[config.mk]
export PLATFORM = sky130hd
export DESIGN_NAME = bram_copy_engine_flat
export DESIGN_NICKNAME = d
export VERILOG_FILES = /design/src/rtl/bram_copy_engine_if.sv /design/src/rtl/bram_copy_engine.sv /design/src/flat_wrapper.sv
export SDC_FILE = /design/constraint.sdc
export NUM_CORES = 1
export LEC_CHECK = 0
export BUFFER_PORTS_ARGS = -buffer_cell sky130_fd_sc_hd__buf_2
export CORE_MARGIN = 1.5
export CORE_UTILIZATION = 56
export CTS_BUF_LIST = sky130_fd_sc_hd__clkbuf_4 sky130_fd_sc_hd__clkbuf_8 sky130_fd_sc_hd__clkbuf_16
export DETAILED_ROUTE_END_ITERATION = 10
export PLACE_DENSITY = 0.85
export SYNTH_ARGS = -nofsm -noshare
export SYNTH_HDL_FRONTEND = slang
export SYNTH_SLANG_ARGS = --single-unit
export TNS_END_PERCENT = 1
[constraint.sdc]
create_clock -name clk -period 7.65 [get_ports clk]
set_input_delay 0.3825 -clock clk [delete_from_list [all_inputs] [get_ports clk]]
set_output_delay 0.3825 -clock clk [all_outputs]
set_load 0.005 [all_outputs]
[src/rtl/bram_copy_engine_if.sv]
// Control and memory-port bundle of the BRAM copy/fill engine.
// slave is the engine side; master is the requester/memory side.
interface bram_copy_engine_if #(
   parameter int address_width = 16,
   parameter int data_width    = 32,
   parameter int len_width     = 16
);
   logic                     start;
   logic                     abort;
   logic                     mode;
   logic [address_width-1:0] src_addr;
   logic [address_width-1:0] dst_addr;
   logic [len_width-1:0]     len_words;
   logic [data_width-1:0]    fill_value;
   logic                     busy;
   logic                     done;
   logic                     error;
   logic [address_width-1:0] mem_addr;
   logic [data_width/8-1:0]  mem_wr;
   logic [data_width-1:0]    mem_din;
   logic [data_width-1:0]    mem_dout;

   modport slave (
      input  start, abort, mode, src_addr, dst_addr,
      input  len_words, fill_value, mem_dout,
      output busy, done, error, mem_addr, mem_wr, mem_din
   );

   modport master (
      output start, abort, mode, src_addr, dst_addr,
      output len_words, fill_value, mem_dout,
      input  busy, done, error, mem_addr, mem_wr, mem_din
   );
endinterface

[src/rtl/bram_copy_engine.sv]
// Word copy / fill engine for a synchronous-read block RAM.
// Copy word = RD, CAP, WR; fill word = WR only.
module bram_copy_engine #(
   parameter int address_width = 16,
   parameter int data_width    = 32,
   parameter int len_width     = 16
) (
   input logic               clk,
   input logic               reset,
   bram_copy_engine_if.slave bus
);

   typedef enum logic [2:0] {
      IDLE, RD, CAP, WR, DONE
   } state_t;

   localparam logic [address_width-1:0] step =
      address_width'(4);

   state_t                   state;
   state_t                   state_nx;
   logic [address_width-1:0] src_ptr;
   logic [address_width-1:0] dst_ptr;
   logic [len_width-1:0]     remaining;
   logic                     mode_q;
   logic [data_width-1:0]    fill_q;
   logic [data_width-1:0]    data_q;
   logic                     error_q;
   logic                     accept;
   logic                     misaligned;

   // abort beats start, so an aborted request latches nothing
   assign accept = (state == IDLE) && bus.start && !bus.abort;

   // source alignment only matters when the source is read
   assign misaligned = (bus.dst_addr[1:0] != 2'b00) ||
      (!bus.mode && (bus.src_addr[1:0] != 2'b00));

   always_ff @(posedge clk or posedge reset) begin
      if (reset) state <= IDLE;
      else       state <= state_nx;
   end

   always_comb begin
      state_nx = state;
      unique case (state)
         IDLE: begin
            if (accept) begin
               if (misaligned)
                  state_nx = IDLE;
               else if (bus.len_words == '0)
                  state_nx = DONE;
               else if (bus.mode)
                  state_nx = WR;
               else
                  state_nx = RD;
            end
         end
         RD:  state_nx = bus.abort ? IDLE : CAP;
         CAP: state_nx = bus.abort ? IDLE : WR;
         WR: begin
            if (bus.abort)
               state_nx = IDLE;
            else if (remaining == len_width'(1))
               state_nx = DONE;
            else if (mode_q)
               state_nx = WR;
            else
               state_nx = RD;
         end
         DONE:    state_nx = IDLE;
         default: state_nx = IDLE;
      endcase
   end

   always_comb begin
      bus.busy     = 1'b0;
      bus.done     = 1'b0;
      bus.error    = error_q;
      bus.mem_addr = '0;
      bus.mem_wr   = '0;
      bus.mem_din  = '0;
      unique case (state)
         RD: begin
            bus.busy     = 1'b1;
            bus.mem_addr = src_ptr;
         end
         CAP: bus.busy = 1'b1;
         WR: begin
            bus.busy     = 1'b1;
            bus.mem_addr = dst_ptr;
            bus.mem_wr   = '1;
            bus.mem_din  = mode_q ? fill_q : data_q;
         end
         DONE:    bus.done = 1'b1;
         default: ;
      endcase
   end

   always_ff @(posedge clk or posedge reset) begin
      if (reset) begin
         src_ptr   <= '0;
         dst_ptr   <= '0;
         remaining <= '0;
         mode_q    <= 1'b0;
         fill_q    <= '0;
         data_q    <= '0;
         error_q   <= 1'b0;
      end else begin
         error_q <= accept && misaligned;
         if (accept) begin
            src_ptr   <= bus.src_addr;
            dst_ptr   <= bus.dst_addr;
            remaining <= bus.len_words;
            mode_q    <= bus.mode;
            fill_q    <= bus.fill_value;
         end
         if (state == CAP)
            data_q <= bus.mem_dout;
         if (state == WR) begin
            remaining <= remaining - len_width'(1);
            src_ptr   <= src_ptr + step;
            dst_ptr   <= dst_ptr + step;
         end
      end
   end

endmodule

[src/flat_wrapper.sv]
// flat-port wrapper written by rule: the top's interface ports become plain ports
module bram_copy_engine_flat 
#(
   parameter int address_width = 16,
   parameter int data_width    = 32,
   parameter int len_width     = 16
)
  (clk, reset, bus_start, bus_abort, bus_mode, bus_src_addr, bus_dst_addr, bus_len_words, bus_fill_value, bus_mem_dout, bus_busy, bus_done, bus_error, bus_mem_addr, bus_mem_wr, bus_mem_din);
  bram_copy_engine_if #(.address_width(address_width), .data_width(data_width), .len_width(len_width)) bus_i ();
  input logic clk;
  input logic reset;
  input wire logic [$bits(bus_i.start)-1:0] bus_start;
  input wire logic [$bits(bus_i.abort)-1:0] bus_abort;
  input wire logic [$bits(bus_i.mode)-1:0] bus_mode;
  input wire logic [$bits(bus_i.src_addr)-1:0] bus_src_addr;
  input wire logic [$bits(bus_i.dst_addr)-1:0] bus_dst_addr;
  input wire logic [$bits(bus_i.len_words)-1:0] bus_len_words;
  input wire logic [$bits(bus_i.fill_value)-1:0] bus_fill_value;
  input wire logic [$bits(bus_i.mem_dout)-1:0] bus_mem_dout;
  output wire logic [$bits(bus_i.busy)-1:0] bus_busy;
  output wire logic [$bits(bus_i.done)-1:0] bus_done;
  output wire logic [$bits(bus_i.error)-1:0] bus_error;
  output wire logic [$bits(bus_i.mem_addr)-1:0] bus_mem_addr;
  output wire logic [$bits(bus_i.mem_wr)-1:0] bus_mem_wr;
  output wire logic [$bits(bus_i.mem_din)-1:0] bus_mem_din;
  assign bus_i.start = bus_start;
  assign bus_i.abort = bus_abort;
  assign bus_i.mode = bus_mode;
  assign bus_i.src_addr = bus_src_addr;
  assign bus_i.dst_addr = bus_dst_addr;
  assign bus_i.len_words = bus_len_words;
  assign bus_i.fill_value = bus_fill_value;
  assign bus_i.mem_dout = bus_mem_dout;
  assign bus_busy = bus_i.busy;
  assign bus_done = bus_i.done;
  assign bus_error = bus_i.error;
  assign bus_mem_addr = bus_i.mem_addr;
  assign bus_mem_wr = bus_i.mem_wr;
  assign bus_mem_din = bus_i.mem_din;
  bram_copy_engine #(.address_width(address_width), .data_width(data_width), .len_width(len_width)) u_core (.clk(clk), .reset(reset), .bus(bus_i));
endmodule
Word-level counts from Yosys, hierarchy flattened

Index checks and enable logic that the tools add are counted.

Flip-flop bits (word level): 117

$add $sub $neg: 3
Equality and inequality tests: 6
Multiplexer cells: 22
Reductions and logical operators: 13

Operators with widths:

| operator                                                                | number |
|---|---|
| 16-bit 2-to-1 mux                                                       | 6 |
| 32-bit 2-to-1 mux                                                       | 2 |
| 16-bit by 3-bit adder with 16-bit output, second input constant         | 2 |
| 16-bit one-hot mux with 2 select lines                                  | 1 |
| 16-bit by 1-bit equality test with 1-bit output, second input constant  | 1 |
| 16-bit logical NOT                                                      | 1 |
| 16-bit by 1-bit subtractor with 16-bit output, second input constant    | 1 |
| 3-bit 2-to-1 mux                                                        | 5 |
| 3-bit one-hot mux with 4 select lines                                   | 1 |
| 2-bit 2-to-1 mux                                                        | 4 |
| 3-bit by 2-bit equality test with 1-bit output, second input constant   | 2 |
| 2-bit nonzero test                                                      | 3 |
| 1-bit logical AND                                                       | 4 |
| 4-bit 2-to-1 mux                                                        | 1 |
| 3-bit by 1-bit equality test with 1-bit output, second input constant   | 1 |
| 3-bit equality test, second input constant                              | 1 |
| 3-bit logical NOT                                                       | 1 |
| 3-bit OR reduction                                                      | 1 |
| 1-bit logical NOT                                                       | 2 |
| 1-bit 2-to-1 mux                                                        | 2 |
| 2-bit by 1-bit inequality test with 1-bit output, second input constant | 1 |
| 1-bit logical OR                                                        | 1 |

Depth between registers and ports, before layout

Gate-level depths: netlist of run 1.

Depth in word-level cells: 6
Depth in mapped cells: 7
Gate-level depth less buffers: 6

Least setup slack after synthesis of run 1

Ideal clock, no wire load.

Path kind: register -> output
From: reg u_core.state[0]
To: out bus_mem_wr[1]
Data arrival time: 1667 ps
Required time: 7267 ps
Setup slack: 5600 ps
Stages on the path, launching flop included: 7
Buffers on the path: 4
Cell sequence: dfrtp_1 > clkbuf_1 > nand3b_1 > inv_2 > clkbuf_1 > buf_1 > buf_4

Longest elaborated chain between the ends: 2

RTL lines:

| element                                        | line                   | source |
|---|---|---|
| start, declared                                | bram_copy_engine.sv:20 | `state_t state;` |
| start signal, assigned                         | bram_copy_engine.sv:41 | `else state <= state_nx;` |
| 3-bit by 2-bit equality test with 1-bit output | bram_copy_engine.sv:83 | `unique case (state)` |
| 4-bit 2-to-1 mux                               | bram_copy_engine.sv:83 |  |
| end, declared                                  | flat_wrapper.sv:24     | `output wire logic [$bits(bus_i.mem_wr)-1:0] bus_mem_wr;` |

Every way passes these cells.

Final worst setup path of run 1

From: reg u_core.state[2]
To: out bus_mem_addr[2]

Longest elaborated chain between the ends: 2

RTL lines:

| element                                                                                                                 | line                   | source |
|---|---|---|
| 3-bit by 2-bit equality test with 1-bit output / 3-bit by 1-bit equality test with 1-bit output (equally long branches) | bram_copy_engine.sv:83 |  |
| 16-bit one-hot mux with 2 select lines *                                                                                | bram_copy_engine.sv:83 |  |
| end, declared                                                                                                           | flat_wrapper.sv:23     | `output wire logic [$bits(bus_i.mem_addr)-1:0] bus_mem_addr;` |

Every way passes the cells marked *; elsewhere a longest branch is shown, timed or not.

==> run summary, run 1 <==
Area occupied by multi-input gates -> 0.00280 mm2
Die Ht -> 106 um
Gate Count Post-Synth -> 622
Final Max Tran Viols -> 0
Post-synthesis register bit count -> 117
FMAX -> 356 MHz
Post-Syn Nets -> 743
Fin crit share -> 0.367
Finish-stage setup viols -> 0
Ports -> 172
FF/Latch Area -> 0.00293 mm2
Drt first pass iters -> 5
Largest cells by area after synthesis -> dfrtp_1 (50%), nand2_1 (10%), mux2_2 (6.1%)
Cell Pwr Density -> 315 mW/mm2
Tot GR Track Use -> 0.305
Pleak -> 3.69 nW
Yosys top cell area share -> 0.495
Share of cells above drive strength 1 -> 0.318
Antenna violations before repair -> 0
Most frequent cell after synthesis -> nand2_1
Clock transition at path regs -> 0.06 ns
Global-route wire length before repair -> 26.7 mm
Dpl hpwl -> 10.9 mm
TNS Setup -> 0 ns
Routed wire per std cell -> 17.8 um
Die X -> 106 um
Startpoint Class -> flop
RD Place Congestion -> 0.852
# fillers -> 747
Vias in the first global route -> 5625
CTS buffer count -> 17
Vias -> 5668
Crit path DAT -> 2.43 ns
Overflow after GRT -> 0
RSZ-0062 raised after global routing -> no
Syn. warnings -> 0
Fin worst setup slack -> 4.84 ns
Root Buffer -> clkbuf_8
Post-CTS setup buffers -> 0
Die area -> 0.0112 mm2
Crit Path Max Fanout -> 15
Synth Cell Area -> 0.00591 mm2
Max cap viols -> 0
Synth area leader -> dfrtp_1
Worst slack, placed -> 5.14 ns
Latest clock arrival within the worst-skew pair -> 0.52 ns
Antenna cells -> 0
Fin Hold WS -> 0.0519 ns
Port bufs -> 171
WL final -> 16.6 mm
Post-synth EDFFs -> 0
Synth Flop Type -> dfrtp_1
Crit. End Element -> primary output
Area growth syn-to-layout -> 27.2%
Slowest CP cell -> nor2_1
Final Util -> 0.731
Critical path buffers and inverters -> 1
Largest net degree at the start of global routing -> 70
Starting Density -> 0.575
Clock Skews -> 0.00700 ns
# rows -> 37
CTS tree -> yes
CP Class -> reg -> out
Cell family with most CP delay -> simple AND/OR/NAND/NOR gates
Synthesized area per cell -> 9.50 um2
Worst hold path type -> in -> reg
Run status -> complete, no violations
Max stage delay on crit path -> 0.79 ns
Core region area -> 0.0103 mm2
CP cell instances -> nand2b_1 > nor2_1 > nand2_1 > o21ai_0 > buf_2
Vias per Instance -> 6.11
Final hold violations -> 0
Net count, final -> 900
DR iter-0 viols -> 423
Synth cell count leaders -> nand2_1 (163), dfrtp_1 (117), nor2_1 (45), mux2i_1 (33), mux2_2 (32)
Asr flop ratio synth -> 1.00
# clock sinks -> 117
Slew headroom -> 0.305
Remaining DRCs -> 0
Max VDD drop -> 0.000221 V
Minimum clock period -> 2.81 ns
Count of cell types in the netlist -> 47
Req. time, crit path -> 7.27 ns
Worst-margin pin slew -> 1.04 ns
H-tree levels -> 4
Post-synthesis sequential area ratio -> 0.495
CTS max path bufs -> 2
Antenna viol nets, final -> 0
==> what timing repair did <==
| action | CTS | global route |
|---|---|---|
| hold buffers | 1 | 0 |
| gates resized for setup | 0 | 0 |
| hold endpoints to repair | 48 | 0 |
==> final cells by class <==
cell class              instances  area share
flip-flops and latches        117       0.390
multi-input cells             457       0.372
repair buffers                178       0.121
clock buffers                  20      0.0598
clock inverters                12      0.0300
well taps                     136      0.0226
inverters                       8     0.00433
==> logic make-up (layout without fill, tap and decap cells) <==
family,after synthesis,in the layout,synth area share
DFF,117,117,0.495
adders and majority gates,4,4,0.00847
xor gates and xnor gates,2,2,0.00296
muxes,65,65,0.117
AOI/OAI and AO/OA,94,94,0.122
buffers and inverters,48,218,0.0328
and+or+nand+nor,292,292,0.221
==> state kept, by name, summed over array words and instances (netlist names) <==
name and flops:
u_core.data_q 32, u_core.bus.error 1, u_core.state 3, u_core.dst_ptr 16, u_core.remaining 16, u_core.fill_q 32
u_core.mode_q 1, u_core.src_ptr 16
==> cells in the final DEF (no fill, tap or decap), types with 4 or more instances in the layout <==
master     count
nand4_1       11
a21oi_1        8
nand3_1       26
nor4_1         9
nor3_1         6
buf_4          6
nand2_1      163
mux2_2        32
o211ai_1      23
and4_1         4
a221o_1        5
clkbuf_16     16
mux2i_1       33
dfrtp_1      116
ha_1           4
o21ai_0        7
o311ai_0      13
a22o_1        14
bufinv_16      6
nor2_1        45
inv_1          6
buf_2        171
or4_1          9
a22oi_1        9
==> worst register-to-register path, delay by kind of cell, from the launching register on <==
kind	cells	cell delay, ns
buffers and inverters	1	0.52
and+or+nand+nor	3	1.35
AOI/OAI and AO/OA	1	0.13
DFF	1	0.45
==> stage by stage <==
step	cells	total power (W)	cell area [um2]
2_1_floorplan	622	0.00129	5910
3_3_place_gp	895	0.00141	6830
3_5_place_dp	895	0.00145	6830
4_1_cts	928	0.00236	7520
5_1_grt	928	0.00247	7520
6_report	928	0.00236	7520
==> power breakdown <==
group | internal [W] | switching (W) | total, W
sequential | 0.000813 | 0.000182 | 0.000995
clock | 0.000616 | 0.000288 | 0.000904
combinational | 0.000241 | 0.000224 | 0.000465
total | 0.00167 | 0.000693 | 0.00236
==> worst paths after layout <==
kind                            slack, ns                 to                from  depth (start not counted)
worst max-delay path                 4.84    bus_mem_addr[2]     u_core.state[2]                          5
worst min-delay path                 0.05  u_core.fill_q[23]  bus_fill_value[23]                          3
worst max register to register       5.14    u_core.state[1]     u_core.state[2]                          5
worst min register to register       0.48  u_core.src_ptr[1]   u_core.src_ptr[1]                          2
max in group asynchronous            5.83  u_core.src_ptr[5]               reset                          4
min in group asynchronous            0.49   u_core.data_q[5]               reset                          3
==> metal layers <==
layer,vias up,routed length [um],track usage
met2,320,7830,0.471
met3,49,1440,0.0792
met1,2752,6840,0.404
met5,-,0,0
met4,0,447,0.139
li1,2547,-,-
No activity file was read; power rests on OpenSTA's default activity.
==> inputs of run 2 (changes only) <==
- ABC_AREA: default -> 1
- CORE_UTILIZATION: 56 -> 48
- PLACE_DENSITY: 0.85 -> 0.77
- clock period: 7.65 -> 2.3 ns (I/O delays scaled with it)
==> run 2 against run 1 <==
  * Largest cell class unchanged
  * Hold slack worse by 0.041 ns
  * Sequential cell count unchanged
  * Register-to-register slack worse by 4.7 ns
  * Via count up 24%
  * Cell count up 48%
  * Critical path depth up 1
  * Critical endpoint is now bus_mem_addr[7]
  * Total power rose to 3.0 times the previous value
==> run summary, run 2 <==
Latest clock arrival within the worst-skew pair -> 0.42 ns (was 0.52 ns)
Clock Skews -> 0.00776 ns (was 0.00700 ns)
WHS Path Cells -> 5 (was 3)
Vias per Instance -> 5.14 (was 6.11)
Max VDD drop -> 0.000505 V (was 0.000221 V)
Net count, final -> 1302 (was 900)
Commonest non-fill, non-tap cells in the layout -> nand2_1 (340), buf_2 (171), inv_1 (126), dfrtp_1 (117), dlygate4sd3_1 (104) (was buf_2 (171), nand2_1 (163), dfrtp_1 (116), nor2_1 (45), mux2i_1 (33))
H-tree levels -> 4 (unchanged)
CP Class -> reg -> out (unchanged)
Worst setup path start -> u_core.state[0] (was u_core.state[2])
Antenna viol nets, final -> 0 (unchanged)
Drt first pass iters -> 5 (unchanged)
Crit path DAT -> 1.96 ns (was 2.43 ns)
Max cap viols -> 0 (unchanged)
Worst hold path type -> in -> reg (unchanged)
Most frequent cell after synthesis -> nand2_1 (unchanged)
FMAX -> 483 MHz
Commonest non-fill, non-tap cell in the layout -> nand2_1 (was buf_2)
Largest net degree at the start of global routing -> 54 (was 70)
Startpoint Class -> flop (unchanged)
CTS max path bufs -> 2 (unchanged)
Tot GR Track Use -> 0.283 (was 0.305)
Post-synthesis sequential area ratio -> 0.454 (was 0.495)
RD Place Congestion -> 0.861 (was 0.852)
Synth cell count leaders -> nand2_1 (340), inv_1 (127), dfrtp_1 (117), o21ai_0 (92), nor2_1 (59) (was nand2_1 (163), dfrtp_1 (117), nor2_1 (45), mux2i_1 (33), mux2_2 (32))
Fin Hold WS -> 0.0109 ns (was 0.0519 ns)
R2r worst-path depth -> 6 (was 5)
Largest cells by area after synthesis -> dfrtp_1 (45%), nand2_1 (20%), inv_1 (7.4%) (was dfrtp_1 (50%), nand2_1 (10%), mux2_2 (6.1%))
Global-route wire length before repair -> 31.8 mm (was 26.7 mm)
Synth Flop Type -> dfrtp_1 (unchanged)
Fin crit share -> 0.900
Min-delay src -> bus_dst_addr[12] (was bus_fill_value[23])
CTS tree -> yes (unchanged)
CTS buffer count -> 17 (unchanged)
Post-CTS setup buffers -> 0 (unchanged)
Finish-stage setup viols -> 0 (unchanged)
Post-Syn Nets -> 1037 (was 743)
Synthesized area per cell -> 7.04 um2 (was 9.50 um2)
Dpl hpwl -> 12.0 mm (was 10.9 mm)
Ports -> 172 (unchanged)
Final Util -> 0.692 (was 0.731)
Minimum clock period -> 2.07 ns
Die X -> 119 um (was 106 um)
Worst-margin pin slew -> 0.625 ns (was 1.04 ns)
Req. time, crit path -> 2.18 ns (was 7.27 ns)
Share of cells above drive strength 1 -> 0.192 (was 0.318)
# clock sinks -> 117 (unchanged)
Synth area leader -> dfrtp_1 (unchanged)
Largest regs -> u_core.data_q (32), u_core.fill_q (32) (unchanged)
Run status -> complete, no violations (unchanged)
Gate Count Post-Synth -> 916 (was 622)
Overflow after GRT -> 0 (unchanged)
Count of cell types in the netlist -> 33 (was 47)
Post-synth EDFFs -> 0 (unchanged)
Final hold violations -> 0 (unchanged)
Die area -> 0.0141 mm2 (was 0.0112 mm2)
Die Ht -> 119 um (was 106 um)
Vias -> 7041 (was 5668)
Slew headroom -> 0.583 (was 0.305)
Syn. warnings -> 0 (unchanged)
Final Max Tran Viols -> 0 (unchanged)
Synth Cell Area -> 0.00645 mm2 (was 0.00591 mm2)
TNS Setup -> 0 ns (unchanged)
Clock transition at path regs -> 0.05 ns (was 0.06 ns)
Port bufs -> 171 (unchanged)
Area growth syn-to-layout -> 41.5% (was 27.2%)
RSZ-0062 raised after global routing -> no (unchanged)
Asr flop ratio synth -> 1.00 (unchanged)
Core region area -> 0.0132 mm2 (was 0.0103 mm2)
DR iter-0 viols -> 566 (was 423)
Starting Density -> 0.489 (was 0.575)
Crit. End Element -> primary output (unchanged)
# rows -> 42 (was 37)
Antenna violations before repair -> 0 (unchanged)
WL final -> 19.5 mm (was 16.6 mm)
Total power draw -> 0.00702 W (was 0.00236 W)
Yosys top cell area share -> 0.454 (was 0.495)
Antenna cells -> 0 (unchanged)
Vias in the first global route -> 6811 (was 5625)
Cell Pwr Density -> 769 mW/mm2 (was 315 mW/mm2)
Remaining DRCs -> 0 (unchanged)
Routed wire per std cell -> 14.2 um (was 17.8 um)
Post-synthesis register bit count -> 117 (unchanged)
Crit Path Max Fanout -> 29 (was 15)
Pleak -> 4.86 nW (was 3.69 nW)
Root Buffer -> clkbuf_16 (was clkbuf_8)
RR Startpoint -> u_core.state[0] (was u_core.state[2])
## run 2: cell count changes in the layout (fill, tap and decap cells not counted), moves of 13 or more
cell | previous run | this run
a22o_1 | 14 | 1
o311ai_0 | 13 | 0
mux2_2 | 32 | 0
inv_1 | 6 | 126
nand3_1 | 26 | 47
mux2i_1 | 33 | 0
o21ai_0 | 7 | 92
dlygate4sd3_1 | 1 | 104
nor2_1 | 45 | 58
nand2_1 | 163 | 340
## run 2: through the flow
step                area [um2]  setup WS, ns  cells
detailed placement        7460         0.432   1234
global route              9130         0.122   1370
finish                    9130         0.230   1370
CTS                       9130         0.237   1370
global placement          7460         0.527   1234
floorplan                 6450         0.758    916
## run 2: cell families after synthesis
logic type,Yosys count,share of synthesized area
simple gates,475,0.299
buf+inv,174,0.111
compound gates,142,0.123
flops,117,0.454
xor+xnor,4,0.00543
fa+ha+maj,4,0.00776
## run 2: layout make-up
| type | instances | area (um2) |
|---|---|---|
| well taps | 176 | 220 |
| flip-flops and latches | 117 | 2930 |
| inverters | 130 | 492 |
| repair buffers | 290 | 2050 |
| multi-input cells | 625 | 2810 |
| clock buffers | 22 | 475 |
| clock inverters | 10 | 153 |
| fillers | 1006 | 4060 |
## run 2: where the power goes
group	internal [W]	switching, W	total, W
clock network	0.00189	0.000917	0.00281
registers	0.00255	0.000252	0.00280
logic	0.000584	0.000823	0.00141
total	0.00503	0.00199	0.00702
## run 2: repair_timing
action                                  CTS  global route
resized for setup                         0             0
endpoints found under the setup margin    0             0
hold endpoints to repair                127             0
hold buffers                            104             0
## run 2: worst paths after layout
| path | end | slack (ns) |
|---|---|---|
| worst max-delay path | bus_mem_addr[7] | 0.23 |
| worst min-delay path | u_core.dst_ptr[12] | 0.01 |
| worst max register to register | u_core.dst_ptr[7] | 0.40 |
| worst min register to register | u_core.fill_q[31] | 0.48 |
| max in group asynchronous | u_core.dst_ptr[12] | 1.30 |
| min in group asynchronous | u_core.data_q[5] | 0.33 |
## run 2: routing by layer
metal / vias up / routed length [um] / GRT usage
met4: 0 / 746 / 0.139
met1: 3235 / 7920 / 0.348
li1: 3401 / - / -
met3: 65 / 1550 / 0.0718
met5: - / 0 / 0
met2: 340 / 9270 / 0.464
## run 2: critical path, cell delays in order, from the launching register on
cell	delay (ns)
dfrtp_1	0.47
nand3_2	0.22
inv_2	0.14
buf_4	0.33
nand2_1	0.09
o21ai_0	0.11
buf_2	0.16
